### config.mk
export PLATFORM = sky130hd
export DESIGN_NAME = id_stage
export DESIGN_NICKNAME = d
export VERILOG_FILES = /design/src/rtl/riscv_pkg.sv /design/src/rtl/instr_decoder.sv /design/src/rtl/id_stage.sv
export SDC_FILE = /design/constraint.sdc
export NUM_CORES = 1
export LEC_CHECK = 0
export ABC_AREA = 0
export BUFFER_PORTS_ARGS = -buffer_cell sky130_fd_sc_hd__buf_2
export CORE_MARGIN = 5
export CORE_UTILIZATION = 41
export DETAILED_ROUTE_END_ITERATION = 16
export PLACE_DENSITY_LB_ADDON = 0.1
export SETUP_SLACK_MARGIN = 0.02
export SLEW_MARGIN = 20
export SYNTH_ARGS = -nofsm -noshare
export SYNTH_HDL_FRONTEND = slang
export SYNTH_SLANG_ARGS = --single-unit
### constraint.sdc
create_clock -name clk -period 2.2 [get_ports clk]
set_clock_uncertainty 0.05 [all_clocks]
set_input_delay 0.22 -clock clk [delete_from_list [all_inputs] [get_ports clk]]
set_output_delay 0.22 -clock clk [all_outputs]
set_load 0.01 [all_outputs]
### src/rtl/riscv_pkg.sv
// Shared RV32I decode definitions: opcode constants, 11-bit ALU control words,
// the decoded-entry struct handed from decode to execute, and the ALU op
// encoding helper.
package riscv_pkg;

  localparam logic [6:0] OPC_OP     = 7'b0110011;
  localparam logic [6:0] OPC_OP_IMM = 7'b0010011;
  localparam logic [6:0] OPC_LUI    = 7'b0110111;
  localparam logic [6:0] OPC_AUIPC  = 7'b0010111;

  localparam logic [6:0] F7_BASE = 7'b0000000;
  localparam logic [6:0] F7_ALT  = 7'b0100000;

  // ALU control word: bit9 selects the alternate (SUB/SRA) form, bits[2:0] are funct3.
  localparam logic [10:0] ALU_ADD  = 11'h000;
  localparam logic [10:0] ALU_SLL  = 11'h001;
  localparam logic [10:0] ALU_SLT  = 11'h002;
  localparam logic [10:0] ALU_SLTU = 11'h003;
  localparam logic [10:0] ALU_XOR  = 11'h004;
  localparam logic [10:0] ALU_SRL  = 11'h005;
  localparam logic [10:0] ALU_OR   = 11'h006;
  localparam logic [10:0] ALU_AND  = 11'h007;
  localparam logic [10:0] ALU_SUB  = 11'h200;
  localparam logic [10:0] ALU_SRA  = 11'h205;

  typedef struct packed {
    logic [10:0] alu_op;
    logic [4:0]  rs1;
    logic [4:0]  rs2;
    logic [4:0]  rd;
    logic [31:0] imm;
    logic        use_imm;
    logic        use_pc;
    logic [31:0] pc;
    logic        reg_write;
    logic        illegal;
  } decoded_t;

  function automatic logic [10:0] alu_op_enc(input logic alt, input logic [2:0] funct3);
    return {1'b0, alt, 6'b0, funct3};
  endfunction

endpackage

### src/rtl/instr_decoder.sv
// Purely combinational RV32I decoder for OP, OP-IMM, LUI and AUIPC.
// Ports:
//   instr_i  32-bit instruction word
//   pc_i     instruction address (passed through)
//   dec_o    decoded entry; unsupported encodings come out with illegal=1 and
//            all control fields cleared except the raw register indices and pc
module instr_decoder
  import riscv_pkg::*;
(
  input  logic [31:0] instr_i,
  input  logic [31:0] pc_i,
  output decoded_t    dec_o
);

  logic [6:0] opcode;
  logic [2:0] funct3;
  logic [6:0] funct7;
  logic       legal;

  assign opcode = instr_i[6:0];
  assign funct3 = instr_i[14:12];
  assign funct7 = instr_i[31:25];

  always_comb begin
    dec_o     = '0;
    legal     = 1'b0;
    dec_o.rs1 = instr_i[19:15];
    // rs2 is always the raw field, even for I/U types; use_imm picks the operand.
    dec_o.rs2 = instr_i[24:20];
    dec_o.rd  = instr_i[11:7];
    dec_o.pc  = pc_i;

    case (opcode)
      OPC_OP: begin
        legal = ((funct7 == F7_BASE) && (funct3 != 3'b011)) ||
                ((funct7 == F7_ALT) && ((funct3 == 3'b000) || (funct3 == 3'b101)));
        dec_o.alu_op    = alu_op_enc(funct7[5], funct3);
        dec_o.reg_write = 1'b1;
      end
      OPC_OP_IMM: begin
        case (funct3)
          3'b001:  legal = (funct7 == F7_BASE);
          3'b101:  legal = (funct7 == F7_BASE) || (funct7 == F7_ALT);
          3'b011:  legal = 1'b0;
          default: legal = 1'b1;
        endcase
        dec_o.alu_op    = alu_op_enc((funct3 == 3'b101) && instr_i[30], funct3);
        // Shift-right immediates carry only the 5-bit shamt; funct7 is not part of imm.
        dec_o.imm       = (funct3 == 3'b101) ? {27'b0, instr_i[24:20]}
                                             : {{20{instr_i[31]}}, instr_i[31:20]};
        dec_o.use_imm   = 1'b1;
        dec_o.reg_write = 1'b1;
      end
      OPC_LUI, OPC_AUIPC: begin
        legal           = 1'b1;
        dec_o.alu_op    = ALU_ADD;
        dec_o.rs1       = 5'd0;
        dec_o.imm       = {instr_i[31:12], 12'b0};
        dec_o.use_imm   = 1'b1;
        dec_o.use_pc    = (opcode == OPC_AUIPC);
        dec_o.reg_write = 1'b1;
      end
      default: legal = 1'b0;
    endcase

    if (!legal) begin
      dec_o.alu_op    = '0;
      dec_o.imm       = '0;
      dec_o.use_imm   = 1'b0;
      dec_o.use_pc    = 1'b0;
      dec_o.reg_write = 1'b0;
      dec_o.illegal   = 1'b1;
      dec_o.rs1       = instr_i[19:15];
    end
  end

endmodule

### src/rtl/id_stage.sv
// Instruction-decode pipeline stage: decodes one instruction per valid/ready
// handshake into a single output register with backpressure and flush.
// Ports:
//   clk, rst                  clock, synchronous active-high reset
//   flush                     drop held entry and same-cycle input
//   in_valid/in_ready         fetch-side handshake; in_instr, in_pc payload
//   out_valid/out_ready       execute-side handshake
//   out_alu_op .. out_illegal decoded fields of the held entry
module id_stage
  import riscv_pkg::*;
#(
  parameter int unsigned XLEN = 32
) (
  input  logic            clk,
  input  logic            rst,
  input  logic            flush,
  input  logic            in_valid,
  output logic            in_ready,
  input  logic [31:0]     in_instr,
  input  logic [XLEN-1:0] in_pc,
  output logic            out_valid,
  input  logic            out_ready,
  output logic [10:0]     out_alu_op,
  output logic [4:0]      out_rs1,
  output logic [4:0]      out_rs2,
  output logic [4:0]      out_rd,
  output logic [XLEN-1:0] out_imm,
  output logic            out_use_imm,
  output logic            out_use_pc,
  output logic [XLEN-1:0] out_pc,
  output logic            out_reg_write,
  output logic            out_illegal
);

  decoded_t dec;
  decoded_t data_d, data_q;
  logic     valid_d, valid_q;
  logic     accept;

  instr_decoder u_decoder (
    .instr_i (in_instr),
    .pc_i    (in_pc),
    .dec_o   (dec)
  );

  // No skid buffer: ready only when the register is empty or draining this cycle.
  assign in_ready = !valid_q || out_ready;
  assign accept   = in_valid && in_ready && !flush;

  always_comb begin
    valid_d = valid_q;
    data_d  = data_q;
    if (flush) begin
      valid_d = 1'b0;
    end else if (accept) begin
      valid_d = 1'b1;
    end else if (out_ready) begin
      valid_d = 1'b0;
    end
    if (accept) begin
      data_d = dec;
    end
  end

  always_ff @(posedge clk) begin
    if (rst) begin
      valid_q <= 1'b0;
      data_q  <= '0;
    end else begin
      valid_q <= valid_d;
      data_q  <= data_d;
    end
  end

  assign out_valid     = valid_q;
  assign out_alu_op    = data_q.alu_op;
  assign out_rs1       = data_q.rs1;
  assign out_rs2       = data_q.rs2;
  assign out_rd        = data_q.rd;
  assign out_imm       = data_q.imm;
  assign out_use_imm   = data_q.use_imm;
  assign out_use_pc    = data_q.use_pc;
  assign out_pc        = data_q.pc;
  assign out_reg_write = data_q.reg_write;
  assign out_illegal   = data_q.illegal;

endmodule

Yosys cells after proc, flatten, opt, wreduce, memory -nomap -nowiden

Cells that the tools add are included.
Widths: inputs -> output; s select.

Eq/ne operators: 9
Mux-type cells: 13
Reduce and logical (&&, ||, !) cells: 17

Operators with widths:

| kind               | count |
|---|---|
| $pmux 33 s2        | 1 |
| $mux 34            | 1 |
| $mux 32            | 1 |
| $eq 7x6->1 const B | 3 |
| $pmux 10 s2        | 1 |
| $mux 15            | 1 |
| $eq 7x5->1 const B | 2 |
| $logic_not 7->1    | 1 |
| $pmux 1 s3         | 2 |
| $logic_and 1x1->1  | 5 |
| $mux 5             | 1 |
| $logic_or 1x1->1   | 4 |
| $mux 1             | 4 |
| $reduce_or 2->1    | 2 |
| $reduce_or 4->1    | 1 |
| $eq 3x1->1 const B | 1 |
| $eq 3x2->1 const B | 1 |
| $eq 3x3->1 const B | 1 |
| $logic_not 3->1    | 1 |
| $ne 3x2->1 const B | 1 |
| $logic_not 1->1    | 2 |
| $mux 2             | 1 |
| $reduce_bool 2->1  | 1 |

Register bits: 95
Bits of input ports: 69
Logic and storage cells: 50

Longest topological paths before layout

Gate-level depths: netlist of the first run.

Depth after elaboration: 6
Gate-level depth with buffers: 6
Mapped depth without buffers: 5

Hierarchy

Synthesis of the first run repeated with hierarchy kept, for this count alone.

Cells, all modules: 578
Area, all modules: 5,211.2 um^2

Modules (own cells, without submodules):

| module        | times used | cells each | area each (um^2) | seq. area each (um^2) |
|---|---|---|---|---|
| id_stage      | 1          | 413        | 4,220.3          | 1,901.8 |
| instr_decoder | 1          | 165        | 991.0            | 0.0 |

Worst setup path after synthesis of the first run

OpenSTA, ideal clock, no wires.

Path type: input-to-reg
Start: input port in_instr[6]
End: register data_q, in the netlist out_imm[15]
Library setup time: 0.076 ns
Arrival time: 1.973 ns
Data required time: 2.074 ns
Slack: 0.101 ns
Stages on the path: 6
Path through: or3b_4 > or4_4 > buf_6 > or4_4 > buf_6 > o22ai_1

Cells in the longest elaborated chain, start to end: 4
Elaborated cells on any way between the ends: 8
Classes of those cells: eq/ne: 4; mux: 3; reduce/logical: 1

Ends and longest elaborated chain:

| item                                      | line                | RTL |
|---|---|---|
| start: declaration                        | id_stage.sv:19      | `input logic [31:0] in_instr,` |
| $eq 7x6->1 or $eq 7x5->1 (tied branches)  | instr_decoder.sv:33 | `case (opcode)` |
| $reduce_or 2->1                           | instr_decoder.sv:33 |  |
| $pmux 1 s3 or $pmux 33 s2 (tied branches) | instr_decoder.sv:33 |  |
| $mux 34 (*)                               | instr_decoder.sv:66 | `if (!legal) begin` |
| end signal: assignment                    | id_stage.sv:71      | `data_q <= data_d;` |
| end: declaration                          | id_stage.sv:36      | `decoded_t data_d, data_q;` |

Mark *: on every way between the ends. The rest lies on a longest branch, timed or not.
A chain may end at the register's enable or synchronous reset.

Final worst setup path of the first run

Start: input port flush
End: register data_q, in the netlist out_imm[8]

Cells in the longest elaborated chain, start to end: 2

Ends and longest elaborated chain:

| item               | line           | RTL |
|---|---|---|
| start: declaration | id_stage.sv:16 | `input logic flush,` |
| $logic_not 1->1    | id_stage.sv:48 | `assign accept = in_valid && in_ready && !flush;` |
| $logic_and 1x1->1  | id_stage.sv:48 |  |

Every way passes these cells.

==> run summary, run 1 <==
### CTS
• clock tree sinks: 88
• clock slew seen by the registers of the worst setup and hold paths: 90 ps
• CTS root buffer: sky130_fd_sc_hd__clkbuf_8
• postcts setup bufs: 0
• count of hold buffers inserted by post-cts repair: 1
• TritonCTS Buffers: 9
• buffer depth of the longest clock path: 2
• Skew-Pair Late Insertion Delay: 340 ps
• # H-tree levels: 3
• Resized Gates After CTS: 0
• TritonCTS clock tree: done

### Die
• width of the die: 101 microns
• die outline height: 101 microns
• Ports: 165
• num rows: 33
• Total Die Area: 10200 sq um
• starting density of the core: 0.415
• core area: 8130 sq um

### Worst setup path
• slack of the worst reg-to-reg path: 490 ps
• CP Launch Type: input port
• worst path arrival time: 2150 ps
• length in cells of the worst reg-to-reg path: 5
• category of the most critical setup path: input port to flop
• critical path startpoint: flush
• type of destination of the critical path: flop
• critical-path maximum fanout: 31
• Crit Reg-Reg Endpoint: out_imm[8]
• data required time of the worst path: 2380 ps
• Reg-to-Reg Start: out_valid
• worst setup path end: out_imm[8]

### Synth
• post-synthesis cell type count: 42
• synthesized instance count: 404
• number of flops mapped to enable cells by yosys: 0
• synthesized area per cell: 8.36 sq um
• Synth async-reset ratio: 0
• portion of the post-synthesis area used by sequential elements: 0.521
• prevailing post-synth register cell: sky130_fd_sc_hd__dfxtp_1
• number of synthesized register bits: 88
• Post-Synthesis Cell Area: 3380 sq um
• number of warnings reported in the yosys synthesis log: 0

### Routing
• violation count after the first detailed-route iteration: 86
• antenna violation net count after detailed routing: 0
• sum of routed wire segments on met1: 4.41 mm
• total length of routed wires: 9.80 mm
• sum of met2 wire segment lengths after detailed routing: 4.40 mm
• number of design rule violations left after detail routing: 0
• detailed route wirelength on metal3: 908 microns
• average detailed-routed wire length per instance: 14.6 microns
• DR top layer: met4
• first-pass iteration count of the detailed router: 4
• detailed-route via count: 3311
• routed via count divided by cell count: 4.93

### GRT
• initial antenna violation count: 0
• first-pass GRT wire length: 15.7 mm
• number of global-route vias before repair: 3215
• largest net degree at the start of global routing: 33
• total congestion overflow: 0
• Overall Global Routing Usage: 0.193

### Power
• leakage: 0.00210 uW
• Max IR drop VDD: 0.351 mV
• power per cell area: 691 nW/um^2

### STA
• Max Clock Freq: 509 MHz
• actual slew at the worst max-slew pin: 546 ps
• unrepaired setup endpoints after global routing: no
• Final Max Slew Viols: 0
• setup violators final: 0
• share of the clock period used by the worst path after layout: 0.892
• count of final hold-check violations: 0
• worst hold-check slack: 45.7 ps
• crit path time final: 1960 ps
• Relative slew margins: 0.636

### Finish
• area occupied by multi-input gates: 1450 sq um
• final instance area: 4520 sq um
• relative area change from synthesis to final layout: 33.9%
• number of diodes: 0
• area used by sequential logic in the layout: 1760 sq um
• layout cells sized above 1: 0.358
• layout filler cell count: 830
• post-layout net count: 631

### Placed design
• Routability Congestion: 0.771
• Area after DPL: 4310 sq um
• Final HPWL DP: 7.31 mm
• Port-buffer cells: 157

### Worst hold path
• class of the worst hold path: input port to flop

### Job
• max-capacitance violation count: 0

### Status
• status: complete, no violations

worst min path at each step:
stage	to	slack [ps]	startpoint	cells past startpoint
floorplan	out_valid	240	flush	1
CTS	out_rd[2]	30	in_instr[9]	3
global route	out_rd[1]	30	in_instr[8]	3
finish	out_rd[2]	50	in_instr[9]	3
detailed placement	out_valid	350	flush	2
global placement	out_valid	350	flush	2
registers in the layout, summed over array words and instances, names as in the netlist:
| name | cells |
|---|---|
| out_alu_op | 4 |
| out_illegal | 1 |
| out_imm | 32 |
| out_pc | 32 |
| out_rd | 5 |
| out_reg_write | 1 |
| out_rs1 | 5 |
| out_rs2 | 5 |
| out_use_imm | 1 |
| out_use_pc | 1 |
| out_valid | 1 |
cell families after synthesis:
family	count (synthesis)	synth area share
and+or+nand+nor	154	0.201
DFF	88	0.521
buffers and inverters	41	0.0581
other	1	0.00111
AOI/OAI and AO/OA	120	0.218
cell usage after synthesis, drive strengths merged, types with 2 or more instances:
library cell	instances	share of area
a211oi	2	0.0044
a21oi	67	0.099
a221oi	3	0.0078
a22o	6	0.016
a2bb2oi	2	0.0052
and3	9	0.017
buf	13	0.027
clkbuf	22	0.024
dfxtp	88	0.52
inv	6	0.0067
nand2	111	0.12
nand3	8	0.012
nor2	7	0.0078
nor2b	3	0.0056
nor3	4	0.0059
nor4	3	0.0074
o21ai	19	0.029
o22ai	9	0.019
o31ai	5	0.014
or2	2	0.0037
or4	2	0.0067
cells in the final DEF, fill, tap and decap left out, drive strengths merged, types with 2 or more instances in the layout:
master / count
clkinv: 2
nor3: 4
nand3: 8
nand2: 111
buf: 175
and3: 9
a21oi: 67
a22o: 6
or4: 2
a221oi: 3
nor4: 3
dfxtp: 88
o22ai: 9
o21ai: 19
or2: 2
inv: 7
conb: 7
o31ai: 5
clkbuf: 11
a211oi: 2
nor2: 7
a2bb2oi: 2
nor2b: 3
per-layer routing:
metal,vias up,track usage
li1,1691,-
met1,1508,0.252
met2,105,0.301
met3,7,0.0768
met4,0,0.0404
met5,-,0
area by class of cell:
| class | count | share of cell area |
|---|---|---|
| inverters | 6 | 0.00498 |
| well taps | 105 | 0.0290 |
| clock inverters | 5 | 0.0141 |
| repair buffers | 176 | 0.211 |
| clock buffers | 11 | 0.0313 |
| flip-flops and latches | 88 | 0.389 |
| multi-input cells | 281 | 0.320 |
critical path, stage by stage:
cell                            delay, ps
sky130_fd_sc_hd__dlygate4sd3_1        540
sky130_fd_sc_hd__buf_2                130
sky130_fd_sc_hd__nor2b_1              160
sky130_fd_sc_hd__and2_2               530
sky130_fd_sc_hd__nor2_1                80
sky130_fd_sc_hd__buf_4                230
sky130_fd_sc_hd__a22o_1               250
report_power, final:
| part | internal [uW] | switching, uW | total (uW) |
|---|---|---|---|
| Combinational | 128 | 192 | 320 |
| Clock | 565 | 584 | 1150 |
| Sequential | 1640 | 20.1 | 1660 |
metrics by stage:
stage	cells	setup slack [ps]	utilization	power (uW)	setup TNS, ps
2_1_floorplan	410	101	-	1860	0
3_3_place_gp	655	-26.5	0.530	2010	-98.0
3_5_place_dp	655	-57.0	0.530	2010	-370
4_1_cts	672	231	0.556	3160	0
5_1_grt	672	79.0	0.556	3280	0
6_report	672	237	0.556	3130	0
(Power assumes the default switching activity.)
==> inputs of run 2 (changes only) <==
- CORE_UTILIZATION: 41 -> 47
- SYNTH_HIERARCHICAL: unset -> 1
==> run 2 against run 1 <==
  * Non-clock buffer count fell by 5
  * Wire length rose by 19%
  * Combinational power rose by 47%
  * Critical path depth did not move
  * Largest power group unchanged
  * Register-to-register slack improved by 150 ps
  * Maximum frequency rose by 24%
  * Via count rose by 18%
  * Synthesized cell count rose by 43%
  * Critical endpoint is now out_imm[10]
==> run summary, run 2 <==
### Status
• status: complete, no violations, unchanged

### Placed design
• Area after DPL: 5760 sq um, was 4310 sq um
• Port-buffer cells: 164, was 157
• Routability Congestion: 0.888, was 0.771
• Final HPWL DP: 8.53 mm, was 7.31 mm

### Die
• width of the die: 115 microns, was 101 microns
• Ports: 165, unchanged
• die outline height: 115 microns, was 101 microns
• Total Die Area: 13300 sq um, was 10200 sq um
• starting density of the core: 0.481, was 0.415
• num rows: 38, was 33
• core area: 10800 sq um, was 8130 sq um

### Power
• Logic pwr share: 0.139, was 0.102
• Pint: 2540 uW, was 2330 uW
• switching part of the total: 0.252, was 0.255
• leakage: 0.00271 uW, was 0.00210 uW
• portion of total power attributed to the clock network: 0.332, was 0.368
• total net switching power: 857 uW, was 796 uW
• power per cell area: 571 nW/um^2, was 691 nW/um^2
• sequential fraction of design power: 0.529, was 0.530
• Max IR drop VDD: 0.301 mV, was 0.351 mV

### Worst setup path
• worst path arrival time: 1820 ps, was 2150 ps
• CP Launch Type: input port, unchanged
• type of destination of the critical path: flop, unchanged
• data required time of the worst path: 2430 ps, was 2380 ps
• slowest cell delay on critical path: 360 ps, was 540 ps
• cell with the largest stage delay on the worst path: sky130_fd_sc_hd__nor4_1, was sky130_fd_sc_hd__dlygate4sd3_1
• Reg-to-Reg Start: out_valid, unchanged
• category of the most critical setup path: input port to flop, unchanged
• slack of the worst reg-to-reg path: 640 ps, was 490 ps
• length in cells of the worst reg-to-reg path: 4, was 5
• critical path startpoint: in_instr[6], was flush
• crit path cell chain: buf_2 -> nand4bb_1 -> nor3_2 -> nand2_1 -> nor4_1 -> nand2b_1 -> mux2i_1, was dlygate4sd3_1 -> buf_2 -> nor2b_1 -> and2_2 -> nor2_1 -> buf_4 -> a22o_1
• critical-path maximum fanout: 12, was 31
• Crit Reg-Reg Endpoint: out_pc[29], was out_imm[8]

### STA
• setup violators final: 0, unchanged
• count of final hold-check violations: 0, unchanged
• crit path time final: 1590 ps, was 1960 ps
• Final Max Slew Viols: 0, unchanged
• setup TNS: 0 ps, unchanged
• unrepaired setup endpoints after global routing: no, unchanged
• Max Clock Freq: 630 MHz, was 509 MHz
• share of the clock period used by the worst path after layout: 0.721, was 0.892

### GRT
• total congestion overflow: 0, unchanged
• first-pass GRT wire length: 18.8 mm, was 15.7 mm
• initial antenna violation count: 0, unchanged
• layer with the highest usage after global routing: met2, unchanged
• met3 global-route usage: 0.0358, was 0.0768
• Overall Global Routing Usage: 0.174, was 0.193
• met2 Use GR: 0.279, was 0.301
• M1 GR Usage: 0.234, was 0.252
• number of global-route vias before repair: 3846, was 3215
• largest net degree at the start of global routing: 74, was 33

### Synth
• synthesized area per cell: 9.02 sq um, was 8.36 sq um
• synthesized instance count: 578, was 404
• number of flops mapped to enable cells by yosys: 0, unchanged
• largest cells by area after synthesis: sky130_fd_sc_hd__dfxtp_1, sky130_fd_sc_hd__nand2b_1, sky130_fd_sc_hd__mux2i_1, was sky130_fd_sc_hd__dfxtp_1, sky130_fd_sc_hd__nand2_1, sky130_fd_sc_hd__a21oi_1
• post-synthesis cell type count: 34, was 42
• leading cell types by count after synthesis: sky130_fd_sc_hd__nand2b_1, sky130_fd_sc_hd__dfxtp_1, sky130_fd_sc_hd__mux2i_1, was sky130_fd_sc_hd__nand2_1, sky130_fd_sc_hd__dfxtp_1, sky130_fd_sc_hd__a21oi_1
• area fraction of the dominant cell type after synthesis: 0.365, was 0.521
• prevailing post-synth register cell: sky130_fd_sc_hd__dfxtp_1, unchanged
• cell taking the most area after synthesis: sky130_fd_sc_hd__dfxtp_1, unchanged
• number of synthesized register bits: 95, was 88
• Synth async-reset ratio: 0, unchanged
• number of warnings reported in the yosys synthesis log: 6, was 0
• leading cell type by number of instances after synthesis: sky130_fd_sc_hd__nand2b_1, was sky130_fd_sc_hd__nand2_1
• Post-Synthesis Cell Area: 5210 sq um, was 3380 sq um
• portion of the post-synthesis area used by sequential elements: 0.365, was 0.521

### Finish
• layout cells sized above 1: 0.284, was 0.358
• most frequent standard cell in the layout excluding fill and tap cells: sky130_fd_sc_hd__nand2b_1, was sky130_fd_sc_hd__buf_2
• post-layout net count: 747, was 631
• relative area change from synthesis to final layout: 14.2%, was 33.9%
• number of diodes: 0, unchanged
• post-layout utilization of the core: 0.549, was 0.556
• layout filler cell count: 1055, was 830
• top library cells by usage in the layout, fill and taps aside: sky130_fd_sc_hd__nand2b_1, sky130_fd_sc_hd__buf_2, sky130_fd_sc_hd__dfxtp_1, sky130_fd_sc_hd__mux2i_1, sky130_fd_sc_hd__nand2_1, was sky130_fd_sc_hd__buf_2, sky130_fd_sc_hd__nand2_1, sky130_fd_sc_hd__dfxtp_1, sky130_fd_sc_hd__a21oi_1
• final instance area: 5950 sq um, was 4520 sq um

### Worst hold path
• Hold Path Sink: out_valid, was out_rd[2]
• class of the worst hold path: input port to flop, unchanged
• startpoint of the most critical hold path: flush, was in_instr[9]
• hold path depth: 2, was 3

### CTS
• CTS root buffer: sky130_fd_sc_hd__clkbuf_8, unchanged
• clock tree sinks: 95, was 88
• Resized Gates After CTS: 0, unchanged
• TritonCTS clock tree: done, unchanged
• count of hold buffers inserted by post-cts repair: 0, was 1
• # H-tree levels: 3, unchanged
• TritonCTS Buffers: 9, unchanged
• clock slew seen by the registers of the worst setup and hold paths: 90 ps, about the same
• postcts setup bufs: 0, unchanged
• Skew-Pair Late Insertion Delay: 340 ps, about the same
• buffer depth of the longest clock path: 2, unchanged

### Routing
• first-pass iteration count of the detailed router: 5, was 4
• average detailed-routed wire length per instance: 14.2 microns, was 14.6 microns
• number of design rule violations left after detail routing: 0, unchanged
• detailed-route via count: 3903, was 3311
• violation count after the first detailed-route iteration: 221, was 86
• routed via count divided by cell count: 4.74, was 4.93
• antenna violation net count after detailed routing: 0, unchanged
• total length of routed wires: 11.7 mm, was 9.80 mm

### Job
• max-capacitance violation count: 0, unchanged

==> run 2: cell types whose count changed in the layout (fill, tap and decap cells not counted), moves of 6 or more <==
| cell | delta |
|---|---|
| sky130_fd_sc_hd__o21ai_0 | -13 |
| sky130_fd_sc_hd__and3_1 | -9 |
| sky130_fd_sc_hd__a22o_1 | -6 |
| sky130_fd_sc_hd__buf_4 | -12 |
| sky130_fd_sc_hd__nand3_1 | -8 |
| sky130_fd_sc_hd__nand2_1 | -63 |
| sky130_fd_sc_hd__a21oi_1 | -62 |
| sky130_fd_sc_hd__mux2i_1 | +94 |
| sky130_fd_sc_hd__buf_2 | +6 |
| sky130_fd_sc_hd__nand2b_1 | +187 |
| sky130_fd_sc_hd__o22ai_1 | -8 |
| sky130_fd_sc_hd__dfxtp_1 | +7 |
==> run 2: routing by layer <==
layer  wire, microns  vias to the layer above
li1                -                     2004
met1            5270                     1772
met2            5420                      109
met4             217                        0
met5               0                        -
met3             742                       18
==> run 2: worst max path at each step <==
stage                       end  depth (start not counted)
finish              out_imm[10]                          7
global route        out_imm[10]                          7
CTS                 out_imm[23]                          4
detailed placement  out_imm[10]                          7
global placement    out_imm[10]                          7
floorplan           out_imm[12]                          7
==> run 2: cell type report <==
type / instances / area (sq um) / area share
multi-input cells: 395 / 2730 / 0.459
well taps: 140 / 175 / 0.0294
inverters: 6 / 22.5 / 0.00378
clock buffers: 14 / 183 / 0.0307
repair buffers: 171 / 926 / 0.156
flip-flops and latches: 95 / 1900 / 0.319
clock inverters: 2 / 12.5 / 0.00210
==> run 2: kinds of logic after synthesis <==
kind of cell,Yosys count,synth area share
multiplexers,94,0.181
other,1,0.000720
flip-flops,95,0.365
AND/OR/NAND/NOR,281,0.321
AO/OA/AOI/OAI,13,0.0158
buffers and inverters,94,0.117
==> run 2: worst max-delay path: cells and delay by family <==
family | cells | cell delay, ps
simple gates | 5 | 1370
mux | 1 | 130
buf+inv | 1 | 90
==> run 2: power groups by stage <==
stage | registers (uW) | clock network [uW] | logic (uW)
finish | 1800 | 1130 | 472
global route | 1810 | 1260 | 519
CTS | 1800 | 1170 | 477
detailed placement | 1840 | 0 | 476
global placement | 1840 | 0 | 468
floorplan | 1870 | 0 | 336
==> run 2: per-stage QoR <==
step / std cells / hold WS [ps] / setup slack (ps) / power, uW
floorplan: 584 / 249 / 703 / 2200
global placement: 807 / 397 / 355 / 2300
detailed placement: 807 / 401 / 286 / 2320
CTS: 823 / 22.9 / 625 / 3450
global route: 823 / 29.4 / 335 / 3580
finish: 823 / 42.7 / 613 / 3400
==> inputs of run 3 (changes only) <==
- CORE_UTILIZATION: 47 -> 50
- clock period: 2.2 -> 1.55 ns (I/O delays scaled with it)
==> run 3 against run 2 <==
  * Utilization increased by 8.5 points
  * Register-to-register slack worse by 520 ps
  * Wire length is 6.6% higher
  * Worst hold slack lost 32 ps
  * Non-clock buffer count increased by 55
  * Critical path depth is 2 lower
  * Total power is 42% higher
  * Combinational power increased by 69%
  * Sequential share of layout area down 2.6 points
  * First-iteration DRC count down 19%
  * Global-route usage grew 1.8 points
  * Highest routed layer unchanged
==> run summary, run 3 (synthesis results as in run 2) <==
### Status
• status: complete, no violations, unchanged

### Die
• die outline height: 112 microns, was 115 microns
• Total Die Area: 12600 sq um, was 13300 sq um
• Ports: 165, unchanged
• width of the die: 112 microns, was 115 microns
• core area: 10200 sq um, was 10800 sq um
• starting density of the core: 0.509, was 0.481
• num rows: 37, was 38

### CTS
• Skew-Pair Late Insertion Delay: 360 ps, was 340 ps
• clock slew seen by the registers of the worst setup and hold paths: 80 ps, was 90 ps
• TritonCTS Buffers: 9, unchanged
• clock tree sinks: 95, unchanged
• buffer depth of the longest clock path: 2, unchanged
• CTS root buffer: sky130_fd_sc_hd__clkbuf_8, unchanged
• # H-tree levels: 3, unchanged
• TritonCTS clock tree: done, unchanged

### STA
• Final Max Slew Viols: 0, unchanged
• setup TNS: 0 ps, unchanged
• count of final hold-check violations: 0, unchanged
• unrepaired setup endpoints after global routing: no, unchanged
• crit path time final: 1430 ps
• share of the clock period used by the worst path after layout: 0.923
• Max Clock Freq: 699 MHz
• setup violators final: 0, unchanged

### Worst setup path
• count of buffer and inverter cells on the critical path: 2, was 1
• CP Launch Type: flop, was input port
• Top delay family on crit path: buffers and inverters, was simple AND/OR/NAND/NOR gates
• data required time of the worst path: 1790 ps, was 2430 ps
• worst path arrival time: 1670 ps, was 1820 ps
• type of destination of the critical path: flop, unchanged
• critical-path maximum fanout: 15, was 12
• crit path cell chain: nor2b_2 -> nor3b_4 -> buf_12 -> clkbuf_16 -> mux2i_1, was buf_2 -> nand4bb_1 -> nor3_2 -> nand2_1 -> nor4_1 -> nand2b_1 -> mux2i_1
• slowest cell delay on critical path: 310 ps, was 360 ps
• category of the most critical setup path: flop to flop, was input port to flop
• cell with the largest stage delay on the worst path: sky130_fd_sc_hd__dfxtp_1, was sky130_fd_sc_hd__nor4_1

### Job
• max-capacitance violation count: 0, unchanged

### Routing
• DR top layer: met4, unchanged
• sum of met2 wire segment lengths after detailed routing: 5.87 mm, was 5.42 mm
• violation count after the first detailed-route iteration: 179, was 221
• detailed route wirelength on metal3: 583 microns, was 742 microns
• routed via count divided by cell count: 4.69, was 4.74
• sum of routed wire segments on met1: 5.67 mm, was 5.27 mm
• antenna violation net count after detailed routing: 0, unchanged
• detailed-route via count: 4091, was 3903
• average detailed-routed wire length per instance: 14.2 microns, about the same
• number of design rule violations left after detail routing: 0, unchanged
• first-pass iteration count of the detailed router: 4, was 5
• total length of routed wires: 12.4 mm, was 11.7 mm

### Power
• portion of total power attributed to the clock network: 0.305, was 0.332
• Pint: 3600 uW, was 2540 uW
• leakage: 0.00296 uW, was 0.00271 uW
• total net switching power: 1220 uW, was 857 uW
• switching part of the total: 0.253, was 0.252
• power per cell area: 743 nW/um^2, was 571 nW/um^2
• Max IR drop VDD: 0.401 mV, was 0.301 mV
• sequential fraction of design power: 0.529, about the same
• total power: 4820 uW, was 3400 uW
• Logic pwr share: 0.165, was 0.139

### Finish
• top library cells by usage in the layout, fill and taps aside: sky130_fd_sc_hd__nand2b_1, sky130_fd_sc_hd__buf_2, sky130_fd_sc_hd__dfxtp_1, sky130_fd_sc_hd__mux2i_1, sky130_fd_sc_hd__nand2_1, unchanged
• layout filler cell count: 914, was 1055
• post-layout net count: 802, was 747
• most frequent standard cell in the layout excluding fill and tap cells: sky130_fd_sc_hd__nand2b_1, unchanged
• layout cells sized above 1: 0.295, was 0.284
• final instance count without filler cells: 872, was 823
• number of diodes: 0, unchanged
• final instance area: 6490 sq um, was 5950 sq um
• relative area change from synthesis to final layout: 24.5%, was 14.2%
• post-layout utilization of the core: 0.634, was 0.549

### Worst hold path
• class of the worst hold path: input port to flop, unchanged

### Placed design
• Port-buffer cells: 164, unchanged
• Final HPWL DP: 8.81 mm, was 8.53 mm
• Routability Congestion: 0.839, was 0.888
• number of cells in the design after placement: 824, was 807
• Area after DPL: 5960 sq um, was 5760 sq um

### GRT
• largest net degree at the start of global routing: 61, was 74
• total congestion overflow: 0, unchanged
• first-pass GRT wire length: 19.9 mm, was 18.8 mm
• initial antenna violation count: 0, unchanged
• Overall Global Routing Usage: 0.192, was 0.174
• number of global-route vias before repair: 3979, was 3846

run 3: cell count changes in the layout (fill, tap and decap cells not counted), moves of 2 or more:
| cell | change |
|---|---|
| sky130_fd_sc_hd__buf_12 | +3 |
| sky130_fd_sc_hd__buf_4 | +19 |
| sky130_fd_sc_hd__clkbuf_8 | -2 |
| sky130_fd_sc_hd__dlygate4sd3_1 | +31 |
run 3: timing repair:
action                                  in CTS  in global routing
gates cloned                                 0                  1
hold buffers                                31                  0
endpoints found under the setup margin       1                 31
gates resized for setup                      1                  2
buffers inserted                             0                  2
endpoints found under the hold margin       31                  0
run 3: power by group through the flow:
stage	combinational (uW)	sequential, uW	clock (uW)
after CTS	785	2550	1520
after global routing	871	2570	1610
after global placement	709	2610	0
after floorplan	477	2650	0
after detailed placement	721	2610	0
final	798	2550	1470
run 3: cell type report:
type                       count  area, sq um  share of cell area
clock buffer                  13          159              0.0245
clock inverter                 1         5.00            0.000771
inverter                       6         22.5             0.00347
multi-input combinational    395         2740               0.422
sequential                    95         1900               0.293
tap                          136          170              0.0262
timing repair buffer         226         1490               0.230
run 3: routing by layer:
| metal | track usage | up-vias |
|---|---|---|
| met2 | 0.315 | 102 |
| li1 | - | 2105 |
| met4 | 0.0793 | 0 |
| met5 | 0 | - |
| met3 | 0.0394 | 22 |
| met1 | 0.248 | 1862 |
run 3: worst register-to-register path, stage by stage, from the launching register on:
cell and delay (ps):
sky130_fd_sc_hd__dfxtp_1 310, sky130_fd_sc_hd__nor2b_2 170, sky130_fd_sc_hd__nor3b_4 210, sky130_fd_sc_hd__buf_12 200, sky130_fd_sc_hd__clkbuf_16 220, sky130_fd_sc_hd__mux2i_1 200
run 3: path summary, 6_finish.rpt:
kind	start	cells after the start	to	slack, ps
setup / recovery	out_valid	5	out_pc[21]	120
hold / removal	in_pc[24]	3	out_pc[24]	10
setup reg to reg	out_valid	5	out_pc[21]	120
hold reg to reg	out_pc[1]	2	out_pc[1]	420
run 3: through the flow:
stage | setup slack (ps) | hold slack [ps]
detailed placement | -181 | 331
global placement | -134 | 325
finish | 119 | 11.1
CTS | 24.5 | 0.0485
global route | 24.4 | 8.12
floorplan | 118 | 184
